===== src/rtl/life_pkg.sv =====
// Shared types and display constants for the Life core.
// Imported by the scheduler, the frame divider and the timing generator.
package life_pkg;

    localparam int DISPLAY_WIDTH  = 640;
    localparam int DISPLAY_HEIGHT = 480;
    localparam int GEN_W          = 16;

    typedef enum logic [1:0] {
        IDLE    = 2'd0,
        START   = 2'd1,
        COMPUTE = 2'd2,
        READY   = 2'd3
    } sched_state_t;

endpackage


===== src/rtl/life_frame_div.sv =====
// Frame tick detection and frames-per-generation divider.
// frame_tick marks the first cycle of vertical blanking.
module life_frame_div #(
    parameter int DISPLAY_HEIGHT = life_pkg::DISPLAY_HEIGHT
) (
    input  logic        clk,
    input  logic        rst,
    input  logic [10:0] hcount,
    input  logic [9:0]  vcount,
    input  logic        run,
    input  logic [3:0]  speed,
    input  logic        take,
    output logic        frame_tick,
    output logic        rate_hit
);

    logic [3:0] frame_cnt;

    assign frame_tick = (vcount == 10'(DISPLAY_HEIGHT)) && (hcount == '0);
    assign rate_hit   = run & (frame_cnt >= speed);

    // Count frames since the last taken trigger; restart when one is taken.
    always_ff @(posedge clk or posedge rst) begin
        if (rst) begin
            frame_cnt <= 4'd0;
        end else if (frame_tick) begin
            if (take)
                frame_cnt <= 4'd0;
            else
                frame_cnt <= frame_cnt + 4'd1;
        end
    end

endmodule


===== src/rtl/life_scheduler.sv =====
// Generation scheduler, buffer swap and cell-memory port arbiter.
// Swaps display/update buffers only at the start of vertical blanking.
module life_scheduler import life_pkg::*; #(
    parameter int DISPLAY_WIDTH  = life_pkg::DISPLAY_WIDTH,
    parameter int DISPLAY_HEIGHT = life_pkg::DISPLAY_HEIGHT,
    parameter int GEN_W          = life_pkg::GEN_W
) (
    input  logic             vclk_in,
    input  logic             rst_in,
    input  logic [10:0]      hcount_in,
    input  logic [9:0]       vcount_in,
    input  logic             run_in,
    input  logic             step_in,
    input  logic [3:0]       speed_in,
    input  logic             upd_done_in,
    input  logic             disp_req_in,
    input  logic             upd_req_in,
    output logic             upd_start_out,
    output logic             grant_disp_out,
    output logic             grant_upd_out,
    output logic             disp_sel_out,
    output logic [GEN_W-1:0] gen_count_out,
    output logic             busy_out,
    output logic             overrun_out
);

    if (DISPLAY_WIDTH > 2048 || DISPLAY_HEIGHT > 1023) begin : g_range
        $error("display size exceeds timing counter width");
    end

    sched_state_t state;
    logic         frame_tick;
    logic         rate_hit;
    logic         step_pend;
    logic         trigger;
    logic         take;

    // A step arriving on the tick itself counts for that tick.
    assign trigger = rate_hit | step_pend | step_in;
    assign take    = frame_tick & trigger
                   & ((state == IDLE) | (state == READY));

    life_frame_div #(
        .DISPLAY_HEIGHT (DISPLAY_HEIGHT)
    ) u_frame_div (
        .clk        (vclk_in),
        .rst        (rst_in),
        .hcount     (hcount_in),
        .vcount     (vcount_in),
        .run        (run_in),
        .speed      (speed_in),
        .take       (take),
        .frame_tick (frame_tick),
        .rate_hit   (rate_hit)
    );

    // Remember a single-step request until a generation launch consumes it.
    always_ff @(posedge vclk_in or posedge rst_in) begin
        if (rst_in)
            step_pend <= 1'b0;
        else if (take)
            step_pend <= 1'b0;
        else if (step_in)
            step_pend <= 1'b1;
    end

    // Generation FSM with registered start pulse, swap and status outputs.
    always_ff @(posedge vclk_in or posedge rst_in) begin
        if (rst_in) begin
            state         <= IDLE;
            upd_start_out <= 1'b0;
            disp_sel_out  <= 1'b0;
            gen_count_out <= '0;
            busy_out      <= 1'b0;
            overrun_out   <= 1'b0;
        end else begin
            upd_start_out <= 1'b0;
            unique case (state)
                IDLE: begin
                    if (take) begin
                        state         <= START;
                        upd_start_out <= 1'b1;
                        busy_out      <= 1'b1;
                    end
                end
                START: begin
                    state <= COMPUTE;
                end
                COMPUTE: begin
                    if (upd_done_in)
                        state <= READY;
                    else if (frame_tick)
                        overrun_out <= 1'b1;
                end
                READY: begin
                    if (frame_tick) begin
                        disp_sel_out  <= ~disp_sel_out;
                        gen_count_out <= gen_count_out + GEN_W'(1);
                        if (trigger) begin
                            state         <= START;
                            upd_start_out <= 1'b1;
                        end else begin
                            state    <= IDLE;
                            busy_out <= 1'b0;
                        end
                    end
                end
                default: state <= IDLE;
            endcase
        end
    end

    // Display fetch has strict priority; update only owns the port mid-generation.
    always_ff @(posedge vclk_in or posedge rst_in) begin
        if (rst_in) begin
            grant_disp_out <= 1'b0;
            grant_upd_out  <= 1'b0;
        end else begin
            grant_disp_out <= disp_req_in;
            grant_upd_out  <= upd_req_in & ~disp_req_in & (state == COMPUTE);
        end
    end

endmodule


===== config.mk =====
export PLATFORM = sky130hd
export DESIGN_NAME = life_scheduler
export DESIGN_NICKNAME = d
export VERILOG_FILES = /design/src/rtl/life_pkg.sv /design/src/rtl/life_frame_div.sv /design/src/rtl/life_scheduler.sv
export SDC_FILE = /design/constraint.sdc
export NUM_CORES = 1
export LEC_CHECK = 0
export ABC_AREA = 0
export CORE_ASPECT_RATIO = 1.25
export CORE_MARGIN = 4
export CORE_UTILIZATION = 41
export DETAILED_ROUTE_END_ITERATION = 8
export GPL_TIMING_DRIVEN = 0
export PLACE_DENSITY = 0.84
export SYNTH_ARGS = -nofsm -noshare
export SYNTH_HDL_FRONTEND = slang
export SYNTH_SLANG_ARGS = --single-unit

===== constraint.sdc =====
create_clock -name vclk_in -period 1.8 [get_ports vclk_in]
set_input_delay 0.36 -clock vclk_in [delete_from_list [all_inputs] [get_ports vclk_in]]
set_output_delay 0.36 -clock vclk_in [all_outputs]
set_load 0.02 [all_outputs]

==> results.cfg, run 1 <==
[run_status]
status = finished with violations
violations = setup timing

[synthesis]
synth_seq_area_share_pct = 45.9
yosysTopAreaCell = dfrtp_1
synth.net_count = 185
synth_top_family_by_area = simple AND/OR/NAND/NOR gates
synth_xor_area_share_pct = 9.98
synthMuxAreaShare_pct = 0.713
synth_flop_cell = dfrtp_1
synth-simple-area-share_pct = 22.4
synth.distinct_cells = 42
synth-edff-count = 0
synth_fa_ha_area_share_pct = 7.13
postSynthCellCount = 144
avgSynthCellArea_sq_um = 11.0
synth_compound_gate_area_share_pct = 9.82
synth-async-reset-ratio_pct = 100
synth_seq_cells = 29
synth_top_area_share_pct = 45.9
synth_area_leaders = dfrtp_1 (46%), xnor2_1 (8.9%), ha_1 (7.1%), nand3_1 (2.9%), inv_1 (2.9%)
syn_area_sq_um = 1580
yosysWarnings = 0

[final_layout]
regArea_sq_um = 726
synthToLayoutAreaGrowth_pct = 54.9
layout_commonest_cell = clkdlybuf4s50_1
drive_above_1_share_pct = 25.1
diodes = 0
nFillCells = 275
layout_common_cells = clkdlybuf4s50_1 (30), dfrtp_1 (29), xnor2_1 (16)
final_nets = 259
multi_input_area_sq_um = 910

[global_route]
grt_max_degree = 30
grtUsageMet2_pct = 30.0
use_met3_pct = 5.20
met1_usage_pct = 19.2
first_global_vias = 1393
antenna_found_initial = 0
gr-total-overflow = 0
grt_pass1_wl_um = 6620
grt-busiest-layer = met2
track_usage_pct = 17.0

[power]
p_leak_nw = 1.15
internal_power_mw = 1.26
ir_drop_mv = 0.821
swShare_pct = 31.4
p_clk_share_pct = 32.3
pwr-share-comb_pct = 28.7
switchingPower_uw = 576
seq_power_share_pct = 39.0
p_per_area_nw_per_um2 = 751
totalPowerFinal_mw = 1.84

[sta]
fin_worst_skew_ns = 0.00326
final-max-slew-violation-count = 0
max_freq_ghz = 0.539
worst_hold_slack_ns = 0.463
worst_pin_slew_ns = 1.09
tns_ns = -0.0596
period_minus_slack_ns = 1.86
setup_slack_ns = -0.0558
timing.slew.headroom_pct = 27.1
setup_viol = 2
rsz0062_at_grt = true
period_share_pct = 103
hold_viol = 0

[die]
die_area_sq_um = 4920
ios = 54
initial_utilization_pct = 43.9
core_area_sq_um = 3600
die_w_um = 63.5
fp-row-count = 24
die_h_um = 77.4

[setup_path]
endpoint_kind = register
start_kind = register
critPathKind = reg2reg
critPathSlowestCell = dfrtp_1
max_stage_delay_ns = 0.42
worstPathRequired_ns = 1.97
path_cells = ha_1, o211ai_1, o21ai_1, a21boi_2, buf_4, o311a_1, a211o_1
critPathMaxFanout = 6
worstPathArrival_ns = 2.02

[cts]
cts_root_buf = clkbuf_8
clock_latency_ns = 0.28
cts_tree = yes
numCtsBuffers = 5
cts_buffer_depth = 2
h-tree-depth = 2
clock-sinks = 29
clk_pin_slew_ns = 0.06

[place]
io_buffers = 53
place.gp.congestion = 0.827
dp_hpwl_um = 2640

[route]
dr.pass1.iters = 4
vias_per_cell = 5.23
routed_wl_um = 4040
drc = 0
detail-route-antenna-nets = 0
first_iter_violations = 32
routedWlPerCell_um = 15.6
via_count = 1350

[hold_path]
hp-class = reg2reg

[flow_run]
maxCapViolations = 0
## per-stage QoR
step,cells,utilization [%],worst slack (ns),cell area [sq um]
global placement,236,59.9,-0.656,2160
detailed placement,236,59.9,-0.698,2160
CTS,251,66.2,0.0108,2380
global route,258,67.9,-0.166,2450
floorplan,144,-,0.00360,1580
finish,258,67.9,-0.0558,2450
## power by group through the flow
stage	Clock [mW]	Combinational, mW	Sequential (mW)
finish	0.593	0.527	0.717
global placement	0	0.462	0.725
CTS	0.599	0.517	0.715
detailed placement	0	0.477	0.727
global route	0.623	0.579	0.722
floorplan	0	0.325	0.723
## synthesized netlist by cell type (all sizes together) (2+ instances only)
master and instances:
a2111oi 2, a21o 2, a21oi 2, and3 6, buf 2, dfrtp 29
ha 9, inv 12, nand2 10, nand3 9, nand4 4, nor2 6
nor3 8, nor4 4, o211ai 2, o21ai 2, xnor2 16, xor2 2
## area by class of cell
cell class | instances | area share (%)
Timing Repair Buffer | 68 | 24.6
Inverter | 12 | 1.84
Multi-Input combinational cell | 100 | 37.2
Buffer | 2 | 0.613
Sequential cell | 29 | 29.7
Tap cell | 39 | 1.99
Clock buffer | 7 | 3.94
Clock inverter | 1 | 0.204
## sequential cells by signal, summed over array words and instances, names as in the netlist
register	count
upd_start_out	1
step_pend	1
disp_sel_out	1
overrun_out	1
busy_out	1
grant_disp_out	1
u_frame_div.frame_cnt	4
gen_count_out	16
state	2
grant_upd_out	1
## logic make-up (layout without fill, tap and decap cells)
logic type,Yosys count,after routing
fa+ha+maj,9,9
simple gates,54,54
mux,1,1
buf+inv,15,90
xor+xnor,18,18
compound gates,18,18
flops,29,29
## layer usage
metal,wire [um],vias up
li1,-,659
met1,1560,649
met2,2230,38
met3,185,4
met4,57,0
met5,0,-
## final timing paths
path / startpoint / endpoint / slack [ns] / cells after the start
worst max-delay path: u_frame_div.frame_cnt[1] / state[1] / -0.06 / 7
worst min-delay path: overrun_out / overrun_out / 0.46 / 1
worst max register to register: u_frame_div.frame_cnt[1] / state[1] / -0.06 / 7
worst min register to register: overrun_out / overrun_out / 0.46 / 1
max in group asynchronous: rst_in / u_frame_div.frame_cnt[0] / 0.49 / 2
min in group asynchronous: rst_in / gen_count_out[15] / 0.66 / 2
## critical path: cells and delay by family (launching register included)
| family | cells | cell delay, ns |
|---|---|---|
| flops | 1 | 0.42 |
| buf+inv | 1 | 0.15 |
| compound gates | 5 | 0.86 |
| fa+ha+maj | 1 | 0.29 |
## timing repair
| action | 4_1_cts | 5_1_grt |
|---|---|---|
| endpoints found under the setup margin | 26 | 22 |
| buffers inserted | 8 | 7 |
| hold buffers | 0 | 0 |
| resized for setup | 45 | 16 |
| pin swaps | 25 | 12 |
(Power assumes the default switching activity.)
==> run 2: changes to the inputs <==
- CORE_ASPECT_RATIO: 1.25 -> 2
- CTS_CLUSTER_DIAMETER: not set -> 50
==> run 2 against run 1 <==
  * The flow still finishes with violations (setup timing)
  * Clock skew is 0.0040 ns higher
  * Global-route usage is 0.91 points higher
  * Wire length is 3.8% higher
  * Final area is 1.8% higher
  * Die area is 1.1% higher
  * Final cell count is 5.0% higher
  * Setup slack better by 0.0018 ns
  * Sequential power hardly changed
  * Register-to-register slack better by 0.03 ns
  * Clock power is 17% higher
  * First-iteration DRC count is 34% lower
  * Fmax hardly changed
==> results.cfg, run 2 (synthesized netlist as in run 1, its figures left out) <==
[run_status]
status = finished with violations
violations = setup timing

[final_layout]
utilization_pct = 67.6
drive_above_1_share_pct = 24.8
largest_reg_flops = 16
largest-register = gen_count_out
layout_commonest_cell = clkdlybuf4s50_1
reg_top3 = gen_count_out x16, u_frame_div.frame_cnt x4, state x2
final_nets = 262
synthToLayoutAreaGrowth_pct = 57.7
diodes = 0
layout_common_cells = clkdlybuf4s50_1 (30), dfrtp_1 (28), buf_4 (17)

[place]
io_buffers = 53
dp_hpwl_um = 2820
place.gp.congestion = 0.787

[die]
initial_utilization_pct = 42.9
die_area_sq_um = 4970
fp-row-count = 31
die_w_um = 51.9
die_h_um = 95.8
ios = 54
core_area_sq_um = 3680

[hold_path]
hp-class = reg2reg
whs_path_depth = 1

[flow_run]
maxCapViolations = 0

[sta]
period_minus_slack_ns = 1.85
setup_viol = 2
rsz0062_at_grt = true
timing.slew.headroom_pct = 26.9
max_freq_ghz = 0.539
fin_worst_skew_ns = 0.00722
period_share_pct = 103
final-max-slew-violation-count = 0
worst_pin_slew_ns = 1.09
hold_viol = 0
setup_slack_ns = -0.0540

[power]
p_per_area_nw_per_um2 = 772
p_leak_nw = 1.17
totalPowerFinal_mw = 1.92
ir_drop_mv = 1.13

[cts]
clock_latency_ns = 0.28
numCtsBuffers = 5
hold_buffers = 0
clk_pin_slew_ns = 0.06
cts_buffer_depth = 2
cts_root_buf = clkbuf_8
cts_tree = yes
h-tree-depth = 2
clock-sinks = 29

[setup_path]
max_stage_delay_ns = 0.36
start_kind = input pin
endpoint_kind = register
crit_buf_inv = 2
path_cells = clkdlybuf4s15_2, nor4_4, nand4_4, or2_1, buf_6, a221oi_1, o211a_1
worst-r2r-cell-count = 8
path_depth = 7
critPathSlowestCell = nor4_4
critical_path.top_delay_family = simple AND/OR/NAND/NOR gates
worstPathArrival_ns = 2.08
critPathMaxFanout = 7
critPathKind = in2reg
rrSetupSlack_ns = -0.03
worstPathRequired_ns = 2.02

[route]
vias_per_cell = 5.11
detail-route-antenna-nets = 0
routedWlPerCell_um = 15.5
via_count = 1384
drc = 0
dr.pass1.iters = 4
first_iter_violations = 21
routed_wl_um = 4190

[global_route]
track_usage_pct = 17.9
grt_pass1_wl_um = 6570
gr-total-overflow = 0
first_global_vias = 1398
grt_max_degree = 30
antenna_found_initial = 0
-- run 2: per-layer routing --
| metal | global-route usage (%) | vias to the layer above | share of wire [%] |
|---|---|---|---|
| li1 | - | 667 | - |
| met4 | 7.00 | 0 | 2.6 |
| met5 | 0 | - | 0 |
| met1 | 18.0 | 666 | 35 |
| met2 | 33.4 | 41 | 58 |
| met3 | 4.96 | 10 | 4.0 |
-- run 2: path summary, 6_finish.rpt --
check                                    startpoint                        to
setup / recovery                       hcount_in[5]                  state[0]
hold / removal                    gen_count_out[15]         gen_count_out[15]
setup reg to reg           u_frame_div.frame_cnt[0]                  state[0]
hold reg to reg                   gen_count_out[15]         gen_count_out[15]
max in group asynchronous                    rst_in  u_frame_div.frame_cnt[3]
min in group asynchronous                    rst_in  u_frame_div.frame_cnt[3]
-- run 2: cell type report --
type                            count  area, sq um
Fill cell                         269         1190
Tap cell                           49         61.3
Buffer                              2         15.0
Multi-Input combinational cell    100          892
Clock buffer                        7         86.3
Clock inverter                      1         30.0
Sequential cell                    29          727
Timing Repair Buffer               71          636
Inverter                           12         45.0
-- run 2: power by group --
group | total [mW] | internal, mW | switching [mW]
Combinational | 0.510 | 0.228 | 0.282
Sequential | 0.718 | 0.681 | 0.0371
Clock | 0.696 | 0.451 | 0.245
-- run 2: timing repair --
item	in CTS	in global routing
gates resized for setup	49	8
buffers inserted	8	10
endpoints found under the setup margin	26	21
pin swaps	22	20
-- run 2: worst register-to-register path: stages, from the launching register on --
cell      delay [ns]
dfrtp_1         0.40
inv_2           0.10
ha_4            0.20
nor3b_2         0.20
o21ai_1         0.11
a21boi_2        0.28
buf_4           0.17
o41ai_2         0.05
o211a_1         0.20
-- run 2: through the flow --
stage,setup TNS [ns],std cells,setup slack (ns),hold WS [ns],area [sq um]
after floorplan,0,144,0.00360,0.391,1580
after global placement,-12.47,246,-0.641,0.444,2170
after detailed placement,-13.24,246,-0.656,0.452,2170
after CTS,0,261,0.00184,0.465,2390
after global routing,-0.514,271,-0.103,0.484,2490
final,-0.0618,271,-0.0540,0.470,2490
==> run 3: changes to the inputs <==
- CELL_PAD_IN_SITES_DETAIL_PLACEMENT: not set -> 0
- CELL_PAD_IN_SITES_GLOBAL_PLACEMENT: not set -> 2
- CORE_UTILIZATION: 41 -> 25
==> run 3 against run 2 <==
  * The flow now finishes without violations
  * Wire length shrank 3.1%
  * Final cell count grew 13%
  * Global-route usage decreased by 6.4 points
  * Sequential power up 1%
  * Worst hold slack worse by 0.010 ns
  * Non-clock buffer count rose by 1
  * Combinational power is 2% higher
  * Final area rose by 4.4%
  * Critical path type unchanged
  * Critical endpoint is now state[1]
  * Highest routed layer unchanged
==> results.cfg, run 3 (synthesized netlist as in run 1, its figures left out) <==
[run_status]
status = finished, final reports clean

[hold_path]
hp-class = reg2reg
whs_path_depth = 1

[setup_path]
crit_end = state[1]
rrSetupSlack_ns = 0.08
max_stage_delay_ns = 0.37
worstPathRequired_ns = 1.95
timing.rr.start = u_frame_div.frame_cnt[1]
timing.rr.end = state[1]
worst-r2r-cell-count = 6
start_kind = input pin
path_depth = 6
critical_path.top_delay_family = simple AND/OR/NAND/NOR gates
critPathKind = in2reg
endpoint_kind = register
worstPathArrival_ns = 1.92
startpoint = vcount_in[0]
crit_buf_inv = 1
critPathMaxFanout = 7
path_cells = clkdlybuf4s15_2, nor4_4, nand3b_4, or3_4, o311a_1, a211o_1
critPathSlowestCell = or3_4

[place]
place_area_sq_um = 2220
io_buffers = 53
place.gp.congestion = 0.714
placed_cells = 281
dp_hpwl_um = 2830
pre_cts_slack_ns = -0.733

[global_route]
track_usage_pct = 11.5
antenna_found_initial = 0
first_global_vias = 1439
gr-total-overflow = 0
grt_pass1_wl_um = 6870
grt_max_degree = 30

[sta]
setup_viol = 0
setup_slack_ns = 0.0327
worst_hold_slack_ns = 0.460
worst_pin_slew_ns = 1.10
final-max-slew-violation-count = 0
rsz0062_at_grt = true
period_minus_slack_ns = 1.77
hold_viol = 0
max_freq_ghz = 0.566
fin_worst_skew_ns = 0.00597
timing.slew.headroom_pct = 26.3
period_share_pct = 98.2

[die]
fp-row-count = 40
die_area_sq_um = 7730
core_area_sq_um = 6060
initial_utilization_pct = 26.1
die_w_um = 64.2
die_h_um = 120
ios = 54

[power]
p_clk_share_pct = 39.1
pwr-share-comb_pct = 25.4
ir_drop_mv = 0.559
totalPowerFinal_mw = 2.05
internal_power_mw = 1.46
p_per_area_nw_per_um2 = 786
p_leak_nw = 1.20
switchingPower_uw = 586
swShare_pct = 28.7
seq_power_share_pct = 35.6

[flow_run]
maxCapViolations = 0

[final_layout]
largest_reg_flops = 16
nFillCells = 593
layout_commonest_cell = clkdlybuf4s50_1
reg_top3 = gen_count_out x16, u_frame_div.frame_cnt x4, state x2
layout_common_cells = clkdlybuf4s50_1 (30), dfrtp_1 (29), buf_4 (17)
multi_input_area_sq_um = 916
final_area_sq_um = 2600
synthToLayoutAreaGrowth_pct = 64.7
diodes = 0
regArea_sq_um = 726
layoutNonFillerInstCount = 306
largest-register = gen_count_out
drive_above_1_share_pct = 25.7
final_nets = 263

[route]
via_count = 1379
routed_wl_um = 4060
routedWlPerCell_um = 13.3
drc = 0
vias_per_cell = 4.51
first_iter_violations = 61
dr.pass1.iters = 4
detail-route-antenna-nets = 0

[cts]
hold_buffers = 0
cts_buffer_depth = 2
cts_root_buf = clkbuf_16
clock-sinks = 29
clk_pin_slew_ns = 0.05
h-tree-depth = 2
cts_tree = yes
clock_latency_ns = 0.27
numCtsBuffers = 5
-- run 3: worst min path at each step --
stage / start / to
finish: overrun_out / overrun_out
global route: overrun_out / overrun_out
CTS: overrun_out / overrun_out
detailed placement: overrun_out / overrun_out
global placement: overrun_out / overrun_out
floorplan: disp_req_in / grant_disp_out
-- run 3: power groups by stage --
stage                     Sequential, mW  Combinational [mW]  Clock (mW)
after floorplan                    0.723               0.325           0
after CTS                          0.718               0.511       0.819
after global placement             0.728               0.474           0
after global routing               0.733               0.575       0.863
after detailed placement           0.727               0.475           0
final                              0.728               0.519       0.799
-- run 3: per-layer routing --
layer	part of all wire [%]	track usage, %
met5	0	0
met4	2.0	5.03
met3	3.1	2.88
met2	57	20.9
met1	38	12.2
-- run 3: repair_timing --
action                                  4_1_cts  5_1_grt
endpoints found under the setup margin       26       18
pin swaps                                    24       17
setup buffers                                 9       10
gates cloned                                  0        0
gates resized for setup                      55       10
-- run 3: final cells by class --
class / instances / area share [%]
Buffer: 2 / 0.577
Clock buffer: 7 / 5.48
Inverter: 12 / 1.73
Multi-Input combinational cell: 100 / 35.2
Sequential cell: 29 / 27.9
Tap cell: 84 / 4.04
Timing Repair Buffer: 72 / 25.1
-- run 3: metrics by stage --
stage | util [%] | TNS, ns
2_1_floorplan | - | 0
5_1_grt | 43.0 | -0.0444
4_1_cts | 41.4 | 0
3_3_place_gp | 36.6 | -13.98
6_report | 43.0 | 0
3_5_place_dp | 36.6 | -14.40
